==> src/rtl/seq_alu.sv <==
// seq_alu: sequential ALU with a start/done handshake.
//   Add, sub, shifts, rotates, logic ops and compares finish in one cycle.
//   Multiply (shift-add) and divide (restoring) run one bit per cycle, WIDTH cycles.
//   Optional feature macro: SEQ_ALU_WIDE_RESULT_EN adds result_hi
//   (high product half / remainder).
module seq_alu #(
  parameter int WIDTH = 16
) (
  input  logic             clk,
  input  logic             reset,
  input  logic             start,
  input  logic [3:0]       opcode,
  input  logic [WIDTH-1:0] operand1,
  input  logic [WIDTH-1:0] operand2,
  output logic             busy,
  output logic             done,
  output logic [WIDTH-1:0] result,
  output logic [3:0]       flags
`ifdef SEQ_ALU_WIDE_RESULT_EN
  ,
  output logic [WIDTH-1:0] result_hi
`endif
);

  localparam int CW = $clog2(WIDTH);
  localparam logic [CW-1:0] LAST = CW'(WIDTH - 1);

  localparam logic [3:0] OP_ADD  = 4'h0;
  localparam logic [3:0] OP_SUB  = 4'h1;
  localparam logic [3:0] OP_MUL  = 4'h2;
  localparam logic [3:0] OP_DIV  = 4'h3;
  localparam logic [3:0] OP_SHL  = 4'h4;
  localparam logic [3:0] OP_SHR  = 4'h5;
  localparam logic [3:0] OP_ROL  = 4'h6;
  localparam logic [3:0] OP_ROR  = 4'h7;
  localparam logic [3:0] OP_AND  = 4'h8;
  localparam logic [3:0] OP_OR   = 4'h9;
  localparam logic [3:0] OP_XOR  = 4'hA;
  localparam logic [3:0] OP_NOR  = 4'hB;
  localparam logic [3:0] OP_NAND = 4'hC;
  localparam logic [3:0] OP_XNOR = 4'hD;
  localparam logic [3:0] OP_GT   = 4'hE;
  localparam logic [3:0] OP_EQ   = 4'hF;

  typedef enum logic [1:0] {
    ST_IDLE = 2'd0,
    ST_MUL  = 2'd1,
    ST_DIV  = 2'd2
  } state_t;

  state_t state, state_next;

  // Shared iteration register: mul keeps {product_hi, multiplier/product_lo},
  // div keeps {remainder, dividend/quotient}.
  logic [2*WIDTH-1:0] acc;
  logic [WIDTH-1:0]   opnd;   // multiplicand or divisor
  logic [CW-1:0]      cnt;

  // Single-cycle datapath, fed straight from the ports so results land in c+1.
  logic [WIDTH:0]   sum_ext, diff_ext;
  logic [WIDTH-1:0] alu_res;
  logic             alu_carry, alu_ovf, alu_dz;
  logic [WIDTH-1:0] alu_hi;

  assign sum_ext  = {1'b0, operand1} + {1'b0, operand2};
  assign diff_ext = {1'b0, operand1} - {1'b0, operand2};

  // Iterative step logic.
  logic [WIDTH:0]     mul_sum;
  logic [2*WIDTH-1:0] mul_next;
  logic [WIDTH:0]     div_shift, div_diff;
  logic               div_ge;
  logic [2*WIDTH-1:0] div_next;

  assign mul_sum   = {1'b0, acc[2*WIDTH-1:WIDTH]} + (acc[0] ? {1'b0, opnd} : '0);
  assign mul_next  = {mul_sum, acc[WIDTH-1:1]};
  assign div_shift = {acc[2*WIDTH-1:WIDTH], acc[WIDTH-1]};
  assign div_diff  = div_shift - {1'b0, opnd};
  // Partial remainder < divisor keeps the difference within a signed WIDTH+1 range.
  assign div_ge    = ~div_diff[WIDTH];
  assign div_next  = {(div_ge ? div_diff[WIDTH-1:0] : div_shift[WIDTH-1:0]),
                      acc[WIDTH-2:0], div_ge};

  assign busy = (state != ST_IDLE);

  // Single-cycle result and flag generation.
  always_comb begin
    alu_res   = '0;
    alu_carry = 1'b0;
    alu_ovf   = 1'b0;
    alu_dz    = 1'b0;
    alu_hi    = '0;
    case (opcode)
      OP_ADD: begin
        alu_res   = sum_ext[WIDTH-1:0];
        alu_carry = sum_ext[WIDTH];
        alu_ovf   = (operand1[WIDTH-1] == operand2[WIDTH-1]) &&
                    (alu_res[WIDTH-1] != operand1[WIDTH-1]);
      end
      OP_SUB: begin
        alu_res   = diff_ext[WIDTH-1:0];
        alu_carry = diff_ext[WIDTH];
        alu_ovf   = (operand1[WIDTH-1] != operand2[WIDTH-1]) &&
                    (alu_res[WIDTH-1] != operand1[WIDTH-1]);
      end
      OP_DIV: begin
        // Only completes here when the divisor is zero.
        alu_res = '1;
        alu_dz  = 1'b1;
        alu_hi  = operand1;
      end
      OP_SHL: begin
        alu_res   = {operand1[WIDTH-2:0], 1'b0};
        alu_carry = operand1[WIDTH-1];
      end
      OP_SHR: begin
        alu_res   = {1'b0, operand1[WIDTH-1:1]};
        alu_carry = operand1[0];
      end
      OP_ROL: begin
        alu_res   = {operand1[WIDTH-2:0], operand1[WIDTH-1]};
        alu_carry = operand1[WIDTH-1];
      end
      OP_ROR: begin
        alu_res   = {operand1[0], operand1[WIDTH-1:1]};
        alu_carry = operand1[0];
      end
      OP_AND:  alu_res = operand1 & operand2;
      OP_OR:   alu_res = operand1 | operand2;
      OP_XOR:  alu_res = operand1 ^ operand2;
      OP_NOR:  alu_res = ~(operand1 | operand2);
      OP_NAND: alu_res = ~(operand1 & operand2);
      OP_XNOR: alu_res = ~(operand1 ^ operand2);
      OP_GT:   alu_res = {{(WIDTH-1){1'b0}}, (operand1 > operand2)};
      OP_EQ:   alu_res = {{(WIDTH-1){1'b0}}, (operand1 == operand2)};
      default: alu_res = '0;  // OP_MUL is handled by the iterative path
    endcase
  end

  // State register.
  always_ff @(posedge clk) begin
    if (reset) state <= ST_IDLE;
    else       state <= state_next;
  end

  // Next-state logic: divide by zero never leaves IDLE.
  always_comb begin
    state_next = state;
    case (state)
      ST_IDLE: begin
        if (start && opcode == OP_MUL)
          state_next = ST_MUL;
        else if (start && opcode == OP_DIV && operand2 != '0)
          state_next = ST_DIV;
      end
      ST_MUL, ST_DIV: begin
        if (cnt == LAST) state_next = ST_IDLE;
      end
      default: state_next = ST_IDLE;
    endcase
  end

  // Datapath registers, outputs and the done pulse.
  always_ff @(posedge clk) begin
    if (reset) begin
      done   <= 1'b0;
      result <= '0;
      flags  <= '0;
      acc    <= '0;
      opnd   <= '0;
      cnt    <= '0;
`ifdef SEQ_ALU_WIDE_RESULT_EN
      result_hi <= '0;
`endif
    end else begin
      done <= 1'b0;
      case (state)
        ST_IDLE: begin
          if (start) begin
            if (opcode == OP_MUL) begin
              acc  <= {{WIDTH{1'b0}}, operand2};
              opnd <= operand1;
              cnt  <= '0;
            end else if (opcode == OP_DIV && operand2 != '0) begin
              acc  <= {{WIDTH{1'b0}}, operand1};
              opnd <= operand2;
              cnt  <= '0;
            end else begin
              done   <= 1'b1;
              result <= alu_res;
              flags  <= {alu_dz, alu_ovf, alu_carry, (alu_res == '0)};
`ifdef SEQ_ALU_WIDE_RESULT_EN
              result_hi <= alu_hi;
`endif
            end
          end
        end
        ST_MUL: begin
          acc <= mul_next;
          cnt <= cnt + CW'(1);
          if (cnt == LAST) begin
            done   <= 1'b1;
            result <= mul_next[WIDTH-1:0];
            flags  <= {2'b00, (mul_next[2*WIDTH-1:WIDTH] != '0),
                       (mul_next[WIDTH-1:0] == '0)};
`ifdef SEQ_ALU_WIDE_RESULT_EN
            result_hi <= mul_next[2*WIDTH-1:WIDTH];
`endif
          end
        end
        ST_DIV: begin
          acc <= div_next;
          cnt <= cnt + CW'(1);
          if (cnt == LAST) begin
            done   <= 1'b1;
            result <= div_next[WIDTH-1:0];
            flags  <= {3'b000, (div_next[WIDTH-1:0] == '0)};
`ifdef SEQ_ALU_WIDE_RESULT_EN
            result_hi <= div_next[2*WIDTH-1:WIDTH];
`endif
          end
        end
        default: ;
      endcase
    end
  end

`ifndef SEQ_ALU_WIDE_RESULT_EN
  // High product half / remainder are not exported in this build.
  logic unused_hi;
  assign unused_hi = ^alu_hi;
`endif

endmodule
==> config.mk <==
export PLATFORM = sky130hd
export DESIGN_NAME = seq_alu
export DESIGN_NICKNAME = d
export VERILOG_FILES = /design/src/rtl/seq_alu.sv
export SDC_FILE = /design/constraint.sdc
export NUM_CORES = 1
export LEC_CHECK = 0
export ABC_AREA = 1
export ABC_CLOCK_PERIOD_IN_PS = 5300
export CORE_UTILIZATION = 50
export DETAILED_ROUTE_END_ITERATION = 8
export PLACE_DENSITY = 0.77
export RECOVER_POWER = 25
export SKIP_LAST_GASP = 1
export SLEW_MARGIN = 20
export SYNTH_ARGS = -nofsm -noshare
export SYNTH_HDL_FRONTEND = slang
export SYNTH_SLANG_ARGS = --single-unit
==> constraint.sdc <==
create_clock -name clk -period 5.3 [get_ports clk]
set_input_delay 0.795 -clock clk [delete_from_list [all_inputs] [get_ports clk]]
set_output_delay 0.795 -clock clk [all_outputs]
set_load 0.05 [all_outputs]
==> flow_metrics.py, run 1 <==
metrics = {
    "yosys": {
        "synthesis.nets": 1760,
        "synth_common_cells": "493 x nand2_1, 194 x inv_1, 169 x nor2_1",
        "yosys.area.top_type": "nand2_1",
        "syn_avg_cell_area_um2": 5.687,
        "synth_most_common_cell": "nand2_1",
        "synth_top_area_share_pct": 19.96,
        "synth.area.top_cells": "nand2_1 20%, dfxtp_1 16%, ha_1 12%, inv_1 7.9%, o21ai_0 7.6%",
        "synthCells": 1630,
        "synth-edff-count": 0,
        "ys_types": 44,
        "ys_seq_area_share_pct": 16.20,
        "ys_ff_latch": 75,
        "synth.cell_area_mm2": 0.009270,
        "synth_flop_cell": "dfxtp_1",
        "yosysWarningCount": 0,
        "async_flop_share_pct": 0,
    },
    "floorplanning": {
        "dieArea_mm2": 0.01909,
        "coreArea_mm2": 0.01809,
        "initial_core_util_pct": 51.26,
        "die_w_um": 138.2,
        "die_height_um": 138.2,
        "ios": 61,
        "num_rows": 49,
    },
    "route": {
        "drc": 2,
        "drt_wl_total_um": 33210,
        "drtPass1Iterations": 8,
        "route.vias.total": 11065,
        "drtIter0Drc": 1523,
        "drtAntennaViolNets": 0,
        "avgRoutedWirePerCell_um": 17.71,
        "routed_via_density": 5.901,
    },
    "placed_design": {
        "port_buffers": 60,
        "dp_hpwl_um": 26080,
        "post-place-ws_ns": 1.373,
        "place.gp.congestion": 1.101,
        "dpl_cell_area_mm2": 0.009874,
        "dpl.cell_count": 1859,
    },
    "run_status": {
        "failed_checks": "design-rule violations",
        "status": "finished, violations left",
    },
    "critical_path": {
        "endpoint_kind": "register",
        "crit_type": "in -> reg",
        "crit_chain": "clkdlybuf4s50_1, inv_2, nand2_1, nor2_4, buf_4, inv_2, nand3_1, nand2_1, nand2_1, nor2_1, nand2_1, a21oi_1",
        "max_stage_delay_ns": 0.75,
        "cpMostUsedCell": "nand2_1",
        "cp.arrival_ns": 4.05,
        "cp_max_fo": 33,
        "cp.required_ns": 5.57,
        "critPathSlowestCell": "nor2_1",
        "crit_path_start_kind": "input pin",
    },
    "layout": {
        "num_antenna_cells": 0,
        "final_nets": 1771,
        "finish.instance_area_mm2": 0.01017,
        "area_growth_pct": 9.705,
        "final_layout_size_suffix_gt1_share_pct": 2.734,
        "final_util_pct": 56.23,
        "layout.cells.non_filler": 1875,
    },
    "sta": {
        "fin_crit_ns": 3.775,
        "rsz0062_at_grt": "false",
        "finalSetupViolations": 0,
        "maxSlewViolCount": 0,
        "period_share_pct": 71.23,
        "finalSetupTns_ns": 0,
        "max_slew_margin_pct": 39.72,
        "timing.final.ws_setup_ns": 1.525,
        "tightest_slew_ns": 0.9033,
        "hold_violations": 0,
        "whs_ns": 0.4639,
        "fmax_mhz": 264.9,
        "skew_ns": 0.009132,
    },
    "power": {
        "power_density_mw_per_mm2": 239.3,
        "power_mw": 2.433,
        "peakVddDrop_mv": 0.2483,
        "p_leak_nw": 5.129,
    },
    "clock_tree": {
        "max-clock-path-buffers": 2,
        "clk_latency_ns": 0.34,
        "cts-resized-gates": 0,
        "root_buffer": "clkbuf_16",
        "clock_sinks": 75,
        "cts_hold_buf": 0,
        "cts_made_buffers": 9,
        "cts.clk_slew.worst_paths_ns": 0.07,
        "post-cts-setup-buffers": 0,
        "cts_tree": "built",
        "htree_levels": 3,
    },
    "global_routing": {
        "overflow": 0,
        "grt_start_max_net_pins": 44,
        "grt_usage_pct": 34.77,
        "first_global_vias": 10043,
        "antenna_found_initial": 0,
        "grt_pass1_wl_um": 53200,
    },
    "worst_hold_path": {
        "hp-class": "reg -> reg",
    },
    "flow_run": {
        "max_cap_viol_count": 0,
    },
}
==> path summary, 6_finish.rpt <==
kind / startpoint / endpoint / slack [ns] / depth (start not counted)
setup / recovery: opcode[0] / result[7] / 1.52 / 12
hold / removal: result[3] / result[3] / 0.46 / 2
setup reg to reg: acc[15] / acc[30] / 1.91 / 17
hold reg to reg: result[3] / result[3] / 0.46 / 2
==> area by class of cell <==
cell class                 count  area (um2)
fill                        1807        7916
multi-input combinational   1289        6694
sequential                    75        1501
inverter                     201       754.5
timing repair buffer          65       638.1
tap                          229       286.5
clock buffer                   9       225.2
clock inverter                 7       70.07
==> critical path: cells and delay by family <==
kind	cells	cell delay, ns
AND/OR/NAND/NOR	7	1.83
buffers and inverters	4	1.18
AO/OA/AOI/OAI	1	0.21
==> registers in the layout, indices dropped and copies added, names as in the netlist <==
register,flops
state,2
result,16
acc,32
flags,4
cnt,4
done,1
opnd,16
==> cell usage in the layout, fill, tap and decap left out, types with 11 or more instances in the layout <==
master and n:
a21oi_1 101, a31oi_1 20, a32oi_1 16, clkdlybuf4s50_1 38, dfxtp_1 75, dlygate4sd3_1 22, ha_1 87, inv_1 194
nand2_1 493, nand3_1 129, nand4_1 15, nor2_1 169, nor3_1 15, o21ai_0 140, xnor2_1 13, xor2_1 11
==> logic make-up (layout without fill, tap and decap cells) <==
family,Yosys count,after routing,share of synthesized area [%]
buf+inv,266,282,11.59
simple gates,851,851,37.86
xor+xnor,24,24,2.267
fa+ha+maj,91,91,12.61
flops,75,75,16.20
compound gates,323,323,19.48
==> power by group <==
part           leakage [nW]  switching, mW  total (mW)  internal [mW]
clock                 0.141          0.278       0.608          0.329
combinational          4.38          0.817        1.15          0.332
sequential            0.610         0.0511       0.677          0.626
==> layer usage <==
| metal | vias up | track usage (%) | part of all wire (%) | wire length, um |
|---|---|---|---|---|
| met2 | 685 | 51.66 | 41 | 13750 |
| met1 | 4922 | 48.09 | 43 | 14230 |
| met4 | 0 | 15.43 | 4.2 | 1394 |
| met5 | - | 0 | 0 | 0 |
| met3 | 106 | 7.516 | 12 | 3826 |
| li1 | 5352 | - | - | - |
(Power assumes the default switching activity.)
==> inputs of run 2 (changes only) <==
--- a/config.mk
+++ b/config.mk
@@ -6,7 +6,7 @@
 export NUM_CORES = 1
 export LEC_CHECK = 0
 export ABC_AREA = 1
-export ABC_CLOCK_PERIOD_IN_PS = 5300
+export ABC_CLOCK_PERIOD_IN_PS = 3600
 export CORE_UTILIZATION = 50
 export DETAILED_ROUTE_END_ITERATION = 8
 export PLACE_DENSITY = 0.77
==> constraint.sdc (replaced) <==
create_clock -name clk -period 3.6 [get_ports clk]
set_input_delay 0.54 -clock clk [delete_from_list [all_inputs] [get_ports clk]]
set_output_delay 0.54 -clock clk [all_outputs]
set_load 0.05 [all_outputs]
==> run 2 against run 1 <==
Against the previous run:
- the run still ends with design-rule violations left
- clock-buffer cell count stayed put
- die area unchanged
- final area increased by 4.4%
- clock power up 53%
- non-clock buffer count is 58 higher
- via count increased by 2.1%
- flip-flop and latch count did not move
- global-route usage rose by 2.5 points
- register-to-register slack worse by 1.3 ns
- cell count grew 3.1%
- critical path depth up 1
- sequential share of layout area is 0.62 points lower
- critical endpoint is now flags[0]
==> flow_metrics.py, run 2 (same netlist as run 1, synthesis figures left out) <==
metrics = {
    "sta": {
        "finalSetupTns_ns": 0,
        "fin_crit_ns": 3.147,
        "tightest_slew_ns": 0.9432,
        "period_share_pct": 87.43,
        "hold_violations": 0,
        "skew_ns": 0.01115,
        "whs_ns": 0.4633,
        "finalSetupViolations": 0,
        "max_slew_margin_pct": 37.05,
        "fmax_mhz": 317.7,
        "rsz0062_at_grt": "false",
        "maxSlewViolCount": 0,
    },
    "floorplanning": {
        "initial_core_util_pct": 51.26,
        "dieArea_mm2": 0.01909,
        "die_height_um": 138.2,
        "die_w_um": 138.2,
        "coreArea_mm2": 0.01809,
        "num_rows": 49,
        "ios": 61,
    },
    "clock_tree": {
        "cts_tree": "built",
        "htree_levels": 3,
        "clock_sinks": 75,
        "clk_latency_ns": 0.36,
        "cts.clk_slew.worst_paths_ns": 0.07,
        "cts_hold_buf": 0,
        "post-cts-setup-buffers": 0,
        "cts_made_buffers": 9,
        "root_buffer": "clkbuf_16",
        "max-clock-path-buffers": 2,
        "cts-resized-gates": 0,
    },
    "critical_path": {
        "crit_path_start_kind": "input pin",
        "cp_max_fo": 26,
        "endpoint_kind": "register",
        "cp.arrival_ns": 3.44,
        "cp_num_buf_inv": 4,
        "max_stage_delay_ns": 0.63,
        "crit_chain": "dlygate4sd3_1, inv_1, nand4_1, nor3_1, nand3_1, nand2_1, nand3_1, nand2_1, nand2_1, buf_4, inv_2, o21ai_0, a21oi_2",
        "crit_family": "buffers and inverters",
        "cpMostUsedCell": "nand2_1",
        "cp.required_ns": 3.89,
        "crit_type": "in -> reg",
        "critPathSlowestCell": "dlygate4sd3_1",
    },
    "route": {
        "drtPass1Iterations": 9,
        "drt_wl_total_um": 35820,
        "drtAntennaViolNets": 0,
        "avgRoutedWirePerCell_um": 18.53,
        "drtIter0Drc": 1420,
        "route.vias.total": 11293,
        "drc": 2,
        "routed_via_density": 5.842,
    },
    "global_routing": {
        "use_met2_pct": 55.45,
        "grt.busiest_layer": "met2",
        "overflow": 0,
        "grt_pass1_wl_um": 55950,
        "grt_usage_pct": 37.28,
        "antenna_found_initial": 0,
        "met3_usage_pct": 6.997,
        "first_global_vias": 10084,
        "use_met1_pct": 52.91,
        "grt_start_max_net_pins": 43,
    },
    "layout": {
        "num_antenna_cells": 0,
        "area_growth_pct": 14.55,
        "final_cell_mix": "493 x nand2_1, 194 x inv_1, 169 x nor2_1",
        "final_common_cell": "nand2_1",
        "final_util_pct": 58.71,
        "final_layout_size_suffix_gt1_share_pct": 6.045,
        "top_regs": "acc (32), opnd (16), result (16)",
        "final_nets": 1829,
        "regMostFlops": "acc",
        "largest_register_ffs": 32,
        "finish.instance_area_mm2": 0.01062,
    },
    "power": {
        "p_leak_nw": 5.423,
        "power_mw": 3.762,
        "peakVddDrop_mv": 0.3162,
        "power_density_mw_per_mm2": 354.3,
    },
    "flow_run": {
        "max_cap_viol_count": 0,
    },
    "placed_design": {
        "dpl_cell_area_mm2": 0.01032,
        "place.gp.congestion": 1.083,
        "dp_hpwl_um": 28370,
        "port_buffers": 60,
    },
    "run_status": {
        "status": "finished, violations left",
        "failed_checks": "design-rule violations",
    },
    "worst_hold_path": {
        "hp-class": "reg -> reg",
    },
}
[run 2: path summary, 6_finish.rpt]
path          startpoint         to  slack [ns]  cells past startpoint
max          operand2[1]   flags[0]        0.45                     13
min            result[3]  result[3]        0.46                      2
max reg2reg      acc[15]   flags[0]        0.57                     15
min reg2reg    result[3]  result[3]        0.46                      2
[run 2: report_power, final]
group | switching (mW) | internal [mW] | total, mW
registers | 0.0789 | 0.921 | 1.00
logic | 1.27 | 0.566 | 1.83
clock network | 0.441 | 0.491 | 0.932
[run 2: tightest hold or removal path, stage by stage, from the launching register on]
cell,delay [ns]
dfxtp_1,0.31
nand2_1,0.06
a21oi_1,0.05
[run 2: layout make-up]
class | count | area, um2
Clock buffer | 9 | 225.2
Clock inverter | 7 | 71.32
Inverter | 201 | 754.5
Fill cell | 1824 | 7467
Tap cell | 229 | 286.5
Multi-Input combinational cell | 1289 | 6694
Sequential cell | 75 | 1501
Timing Repair Buffer | 123 | 1086
[run 2: layer usage]
layer	part of all wire (%)	wire (um)
met4	3.8	1364
met5	0	0
met2	41	14810
met3	12	4137
met1	43	15500
[run 2: metrics by stage]
step	cells	worst slack (ns)
global placement	1917	0.2629
global route	1933	0.2746
CTS	1933	0.5937
finish	1933	0.4525
detailed placement	1917	0.2254
floorplan	1630	1.159
